$ cat src/rtl/clkdiv_bank.sv
// -----------------------------------------------------------------------------
// clkdiv_bank
//
// Purpose:
//    Bank of NUM_CH independent integer clock-enable dividers that all run on
//    one clock. Channel i produces a one-cycle strobe on ce_out[i] once every
//    P = max(D[i],1) cycles, where D[i] is its programmable divide ratio.
//    After reset the outputs stay idle until a start-up settle count of
//    LOCK_CYCLES edges has elapsed. After that, locked goes high and the
//    enabled channels start counting.
//
// Optional feature:
//    CLKDIV_BANK_PHASE_EN  when defined, adds output ph_out. ph_out[i] toggles
//                          on every ce_out[i] strobe, so it is a square wave
//                          with period 2P.
//
// Ports:
//    sys_clk  in   1       block clock, all logic on the rising edge
//    sys_rst  in   1       synchronous active-high reset
//    cfg_we   in   1       divide-ratio write strobe
//    cfg_ch   in   CH_W    channel addressed by the write (out-of-range ignored)
//    cfg_div  in   DIV_W   new divide ratio
//    ch_en    in   NUM_CH  per-channel run enable
//    sync     in   1       restart all channel counters together
//    ph_out   out  NUM_CH  per-channel half-rate phase (CLKDIV_BANK_PHASE_EN only)
//    ce_out   out  NUM_CH  per-channel registered one-cycle clock-enable strobe
//    locked   out  1       registered, high once start-up count has completed
// -----------------------------------------------------------------------------
module clkdiv_bank #(
   parameter int NUM_CH      = 4,
   parameter int DIV_W       = 16,
   parameter int DIV_INIT    = 2,
   parameter int LOCK_CYCLES = 256,
   localparam int CH_W       = (NUM_CH > 1) ? $clog2(NUM_CH) : 1
) (
   input  logic              sys_clk,
   input  logic              sys_rst,
   input  logic              cfg_we,
   input  logic [CH_W-1:0]   cfg_ch,
   input  logic [DIV_W-1:0]  cfg_div,
   input  logic [NUM_CH-1:0] ch_en,
   input  logic              sync,
`ifdef CLKDIV_BANK_PHASE_EN
   output logic [NUM_CH-1:0] ph_out,
`endif
   output logic [NUM_CH-1:0] ce_out,
   output logic              locked
);

   // Lock counter is wide enough to hold LOCK_CYCLES-1 for any legal value.
   localparam int               LK_W    = $clog2(LOCK_CYCLES + 1);
   localparam logic [LK_W-1:0]  LK_LAST = LK_W'(LOCK_CYCLES - 1);
   localparam logic [DIV_W-1:0] DIV_RST = DIV_W'(DIV_INIT);

   // Last counter value of a period: P-1 with P = max(D,1).
   // Ratios 0 and 1 both give 0, so the channel strobes every cycle.
   function automatic logic [DIV_W-1:0] period_last(input logic [DIV_W-1:0] div);
      logic [DIV_W-1:0] last;
      if (div == {DIV_W{1'b0}}) begin
         last = {DIV_W{1'b0}};
      end else begin
         last = div - DIV_W'(1);
      end
      return last;
   endfunction

   // ---------------------------------------------------------------------
   // State
   // ---------------------------------------------------------------------
   logic                r_locked;
   logic [LK_W-1:0]     r_lock_cnt;
   logic [DIV_W-1:0]    r_div [NUM_CH];
   logic [DIV_W-1:0]    r_cnt [NUM_CH];
   logic [NUM_CH-1:0]   r_ce;

   // ---------------------------------------------------------------------
   // Next-state nets
   // ---------------------------------------------------------------------
   logic                w_locked_nxt;
   logic [LK_W-1:0]     w_lock_cnt_nxt;
   logic [DIV_W-1:0]    w_div_nxt [NUM_CH];
   logic [DIV_W-1:0]    w_cnt_nxt [NUM_CH];
   logic [DIV_W-1:0]    w_last    [NUM_CH];
   logic [NUM_CH-1:0]   w_ce_nxt;
   logic [NUM_CH-1:0]   w_wr_sel;
   logic [NUM_CH-1:0]   w_clr;
   logic                w_cfg_hit;

   // A write to a channel number that does not exist is dropped entirely.
   assign w_cfg_hit = cfg_we && (32'(cfg_ch) < NUM_CH);

   // Lock sequencer: count edges since reset, then latch locked until next reset
   always_comb begin
      w_lock_cnt_nxt = r_lock_cnt;
      w_locked_nxt   = r_locked;
      if (r_locked) begin
         w_lock_cnt_nxt = r_lock_cnt;
         w_locked_nxt   = 1'b1;
      end else if (r_lock_cnt == LK_LAST) begin
         w_lock_cnt_nxt = r_lock_cnt;
         w_locked_nxt   = 1'b1;
      end else begin
         w_lock_cnt_nxt = r_lock_cnt + LK_W'(1);
         w_locked_nxt   = 1'b0;
      end
   end

   // Per-channel period end value and write decode
   always_comb begin
      w_wr_sel = {NUM_CH{1'b0}};
      for (int i = 0; i < NUM_CH; i++) begin
         w_last[i] = period_last(r_div[i]);
         if (w_cfg_hit && (32'(cfg_ch) == i)) begin
            w_wr_sel[i] = 1'b1;
         end else begin
            w_wr_sel[i] = 1'b0;
         end
      end
   end

   // Per-channel divider: ratio update, counter advance/wrap and strobe decode
   always_comb begin
      w_ce_nxt = {NUM_CH{1'b0}};
      w_clr    = {NUM_CH{1'b0}};
      for (int i = 0; i < NUM_CH; i++) begin
         w_div_nxt[i] = r_div[i];
         w_cnt_nxt[i] = r_cnt[i];

         if (w_wr_sel[i]) begin
            w_div_nxt[i] = cfg_div;
         end else begin
            w_div_nxt[i] = r_div[i];
         end

         // Any restart condition parks the counter at 0 and blocks the
         // strobe. A freshly written channel therefore starts a full new
         // period with the new ratio.
         w_clr[i] = sync || w_wr_sel[i] || !r_locked || !ch_en[i];

         if (w_clr[i]) begin
            w_cnt_nxt[i] = {DIV_W{1'b0}};
            w_ce_nxt[i]  = 1'b0;
         end else if (r_cnt[i] >= w_last[i]) begin
            // >= rather than == so a counter can never run past the end.
            w_cnt_nxt[i] = {DIV_W{1'b0}};
            w_ce_nxt[i]  = 1'b1;
         end else begin
            w_cnt_nxt[i] = r_cnt[i] + DIV_W'(1);
            w_ce_nxt[i]  = 1'b0;
         end
      end
   end

   // State registers with synchronous reset taking priority over all inputs
   always_ff @(posedge sys_clk) begin
      if (sys_rst) begin
         r_locked   <= 1'b0;
         r_lock_cnt <= {LK_W{1'b0}};
         r_ce       <= {NUM_CH{1'b0}};
         for (int i = 0; i < NUM_CH; i++) begin
            r_div[i] <= DIV_RST;
            r_cnt[i] <= {DIV_W{1'b0}};
         end
      end else begin
         r_locked   <= w_locked_nxt;
         r_lock_cnt <= w_lock_cnt_nxt;
         r_ce       <= w_ce_nxt;
         for (int i = 0; i < NUM_CH; i++) begin
            r_div[i] <= w_div_nxt[i];
            r_cnt[i] <= w_cnt_nxt[i];
         end
      end
   end

`ifdef CLKDIV_BANK_PHASE_EN
   logic [NUM_CH-1:0] r_ph;
   logic [NUM_CH-1:0] w_ph_nxt;

   // Phase next state: toggle with each strobe, park low whenever the channel is idle
   always_comb begin
      w_ph_nxt = r_ph;
      for (int i = 0; i < NUM_CH; i++) begin
         if (sync || !r_locked || !ch_en[i]) begin
            w_ph_nxt[i] = 1'b0;
         end else begin
            w_ph_nxt[i] = r_ph[i] ^ w_ce_nxt[i];
         end
      end
   end

   // Phase register
   always_ff @(posedge sys_clk) begin
      if (sys_rst) begin
         r_ph <= {NUM_CH{1'b0}};
      end else begin
         r_ph <= w_ph_nxt;
      end
   end

   assign ph_out = r_ph;
`endif

   assign ce_out = r_ce;
   assign locked = r_locked;

endmodule
$ cat config.mk
export PLATFORM = sky130hd
export DESIGN_NAME = clkdiv_bank
export DESIGN_NICKNAME = d
export VERILOG_FILES = /design/src/rtl/clkdiv_bank.sv
export SDC_FILE = /design/constraint.sdc
export NUM_CORES = 1
export LEC_CHECK = 0
export ABC_AREA = 1
export BUFFER_PORTS_ARGS = -buffer_cell sky130_fd_sc_hd__clkbuf_2
export CORE_MARGIN = 3
export CORE_UTILIZATION = 36
export DETAILED_ROUTE_END_ITERATION = 6
export PLACE_DENSITY = 0.56
export RECOVER_POWER = 50
export SLEW_MARGIN = 40
export SYNTH_ARGS = -nofsm -noshare
export SYNTH_HDL_FRONTEND = slang
export SYNTH_SLANG_ARGS = --single-unit
$ cat constraint.sdc
create_clock -name sys_clk -period 3.3 [get_ports sys_clk]
set_input_delay 0.33 -clock sys_clk [delete_from_list [all_inputs] [get_ports sys_clk]]
set_output_delay 0.33 -clock sys_clk [all_outputs]
set_load 0.02 [all_outputs]
# Word level (Yosys, flattened, before mapping)
# Memory sizes are Yosys's and may differ from the RTL's.
# Index checks and enable logic that the tools add are counted.
# W data, S select, Z words.
dict set report word_totals {
  ramBits 128
  elab_cells 103
  regBits 14
  n_memories 2
}
dict set report op_classes {
  n_bitwise 10
  reduce_logical 31
  n_lt_le_gt_ge 4
  addsub 9
  mux 37
  eq_ne 4
}
# memory words word_bits rd rd_clocked_by_memory_dff wr line_no
set memory_table {}
lappend memory_table {r_cnt 4 16 4 0 4 73} ;# logic [DIV_W-1:0] r_cnt [NUM_CH];
lappend memory_table {r_div 4 16 4 0 4 72} ;# logic [DIV_W-1:0] r_div [NUM_CH];
# operator n
set ops {}
lappend ops {{$mux W16} 24}
lappend ops {{$add A16 B1 Y16 const B} 4}
lappend ops {{$ge A16 B16 Y1} 4}
lappend ops {{$logic_not A16 Y1} 4}
lappend ops {{$sub A16 B1 Y16 const B} 4}
lappend ops {{$mux W1} 13}
lappend ops {{$logic_or A1 B1 Y1} 12}
lappend ops {{$add A9 B1 Y9 const B} 1}
lappend ops {{$eq A9 B8 Y1 const B} 1}
lappend ops {{$or A1 B1 Y1} 8}
lappend ops {{$reduce_or A2 Y1} 4}
lappend ops {{$logic_not A1 Y1} 5}
lappend ops {{$eq A2 B2 Y1 const B} 2}
lappend ops {{$logic_and A1 B1 Y1} 4}
lappend ops {{$eq A2 B1 Y1 const B} 1}
lappend ops {{$logic_not A2 Y1} 1}
lappend ops {{$not A1 Y1} 2}
lappend ops {{$reduce_and A2 Y1} 1}

# Depth between registers and ports, before layout
dict set report logic_depth {
  word_depth 8
  ltp_mapped 21
}

# Least setup slack after synthesis
# OpenSTA, ideal clock, no wires.
dict set report synth_path {
  path_kind {reg2reg}
  startpoint {mem r_div[2][0]}
  endpoint {mem r_cnt[2][6]}
  stages_incl_launch_ff 19
  n_path_buf 1
  setup_slack_ns 1.046
  period_less_slack_ns 2.254
  t_arrival_ns 2.190
  cell_sequence {dfxtp_1 -> inv_1 -> ha_1 -> inv_1 -> nor2_2 -> inv_1 -> nor2_1 -> nand2_1 -> o21ai_0 -> nand3_1 -> ha_1 -> nand2_1 -> inv_1 -> nand2_1 -> a21oi_1 -> nor2_1 -> nand3_4 -> buf_6 -> nor2_1}
}
# item line_no
set synth_rtl {}
lappend synth_rtl {{start, declared} 72}
lappend synth_rtl {{end, declared} 73}

==> results.toml <==
[power]
p_leak_nw = 4.18
power_density_nw_per_um2 = 424
irDropWorstVdd_uv = 310
power_mw = 4.28

[synthesis]
synth-main-ff-cell = "dfxtp_1"
ys_top_cells_by_count = "nand2_1, inv_1, nor2_1"
yosysSeqAreaShare_pct = 31.3
ys_types = 34
yosys.area.top_type_share_pct = 31.3
synth_edf_count = 0
yosysWarnings = 0
synth_area_leader_cell = "dfxtp_1"
synth.area.top_cells = "dfxtp_1, ha_1, nand2_1"
async_flop_share_pct = 0
syn-num-nets = 1427
yosys_register_bits = 142
synthMostInstantiatedCell = "nand2_1"
synthCells = 1323
netlist_area_um2 = 9090
synth_area_per_cell_um2 = 6.87

[setup_path]
max_stage_delay_ns = 0.43
path_cells = "inv_1, ha_1, nand2_1, nor2_1, nand4_1, nand3_1, ha_1, a21oi_1, o21ai_0, nor2_1, nand3_4, nor2_1"
crit_type = "reg2reg"
rr_startpoint = "r_div[0][0]$_SDFFE_PP0P_"
critPathMostFrequentCell = "nor2_1"
endpoint_kind = "register"
crit_required_ns = 3.64
cp_max_fo = 16
path_buf_inv = 1
cp_top_family = "simple AND/OR/NAND/NOR gates"
start_kind = "register"
worst_path_max_delay_cell = "nand4_1"
worst_ep_arrival_time_ns = 3.16
critPathLaunch = "r_div[0][0]$_SDFFE_PP0P_"

[clock_tree]
cts_max_level = 4
root_buffer = "clkbuf_16"
cts_tree = "built"
path_clk_slew_ns = 0.06
cts_buffers = 17
cts_setup_buffers = 0
clk_latency_ns = 0.42
clock-sinks = 142
cts_resized = 0
clockBufferDepth = 2
ctsHoldBuffers = 0

[finish]
layout.nets = 1453
final_cells = 1685
drive_above_1_share_pct = 9.11
syn_to_final_growth_pct = 10.8
final_util_pct = 41.1
nFillCells = 2625
design_area_um2 = 10100
antennaDiodeCount = 0

[place]
place_ws_ns = 0.498
placed_cells = 1654
routabilityCongestion = 0.875
portBuffers = 30
postPlaceCellArea_um2 = 9490
dp.final_hpwl_mm = 15.9

[die]
die_y_um = 165
die_area_um2 = 27200
die_w_um = 165
initial_core_util_pct = 37.0
floorplan.rows = 57
ios = 31
core_um2 = 24500

[detailed_routing]
num_vias = 8053
ant_nets = 0
firstDrtPassIters = 7
postRouteWirelength_mm = 20.7
drt_iter0_drc = 439
drc_errors = 0
wl_per_cell_um = 12.3
vias_per_cell = 4.78

[timing]
finalSetupViolCount = 0
slew_viol_final = 69
rsz0062_at_grt = "false"
period_needed_ns = 2.81
fmax_mhz = 355
slew_headroom_pct = -59.4
hold_viol_final = 0
worst_pin_slew_ns = 2.39
finalClockSkew_ns = 0.00699
hold_slack_ns = 0.253
tns_ns = 0
setup_slack_ns = 0.485
finalCritPeriodShare_pct = 85.3

[outcome]
outcome = "finished with violations"
violations = "capacitance limit, slew limit"

[flow_run]
cap_violations = 1

[grt]
grt_pass1_vias = 7333
antenna_found_initial = 0
grt_util_met2_pct = 24.8
grt_busiest_layer = "met2"
grt_pass1_wl_mm = 34.6
grt.total_usage_pct = 15.6
overflow = 0
grtUsageMet1_pct = 22.2
grt_max_degree = 69
use_met3_pct = 2.66

[hold_path]
min_from = "cfg_div[1]"
hold_class = "in2reg"
report_power, final:
| part | internal (mW) | switching [mW] | leakage (nW) |
|---|---|---|---|
| registers | 1.76 | 0.0405 | 1.15 |
| logic | 0.176 | 0.327 | 2.74 |
| clock network | 1.22 | 0.753 | 0.288 |
cell families after synthesis:
| kind of cell | Yosys count | share of synthesized area (%) |
|---|---|---|
| AO/OA/AOI/OAI | 178 | 10.1 |
| XOR/XNOR | 65 | 6.26 |
| adder cells (fa/ha/maj) | 78 | 10.7 |
| buffers and inverters | 212 | 9.54 |
| flip-flops | 142 | 31.3 |
| AND/OR/NAND/NOR | 648 | 32.1 |
routing by layer:
metal	vias up	wire length (um)
met3	13	914
met5	-	0
met4	0	151
met1	3592	10700
li1	4307	-
met2	141	9000
area by class of cell:
| class | instances | area (um^2) | area share (%) |
|---|---|---|---|
| inverters | 188 | 706 | 7.00 |
| multi-input cells | 969 | 5380 | 53.4 |
| clock buffers | 20 | 457 | 4.53 |
| well taps | 324 | 405 | 4.02 |
| flip-flops and latches | 142 | 2840 | 28.2 |
| repair buffers | 31 | 146 | 1.45 |
| clock inverters | 11 | 141 | 1.40 |
path summary, 6_finish.rpt:
kind	to	slack (ns)	cells after the start
hold reg to reg	r_cnt[2][0]$_SDFF_PP0_	0.45	1
setup / recovery	r_cnt[0][15]$_SDFF_PP0_	0.49	12
hold / removal	r_div[0][1]$_SDFFE_PP1P_	0.25	3
setup reg to reg	r_cnt[0][15]$_SDFF_PP0_	0.49	12
sequential cells by signal (all words and copies together), names as in the netlist:
register,flops
r_div,64
locked,1
r_lock_cnt,9
r_cnt,64
ce_out,4
worst min-delay path: stages:
cell      delay [ns]
clkbuf_2        0.16
nand2_1         0.07
o211ai_1        0.07
cell usage in the layout, fill, tap and decap left out, types with 23 or more instances in the layout:
master      n
inv_1     181
xor2_1     42
nor2_2     37
a21oi_1    82
nor3_1     28
clkbuf_2   24
xnor2_1    23
o21ai_0    86
nor2_1    180
nand3_1    98
ha_1       78
dfxtp_1   142
nand2_1   253
(Power assumes the default switching activity.)
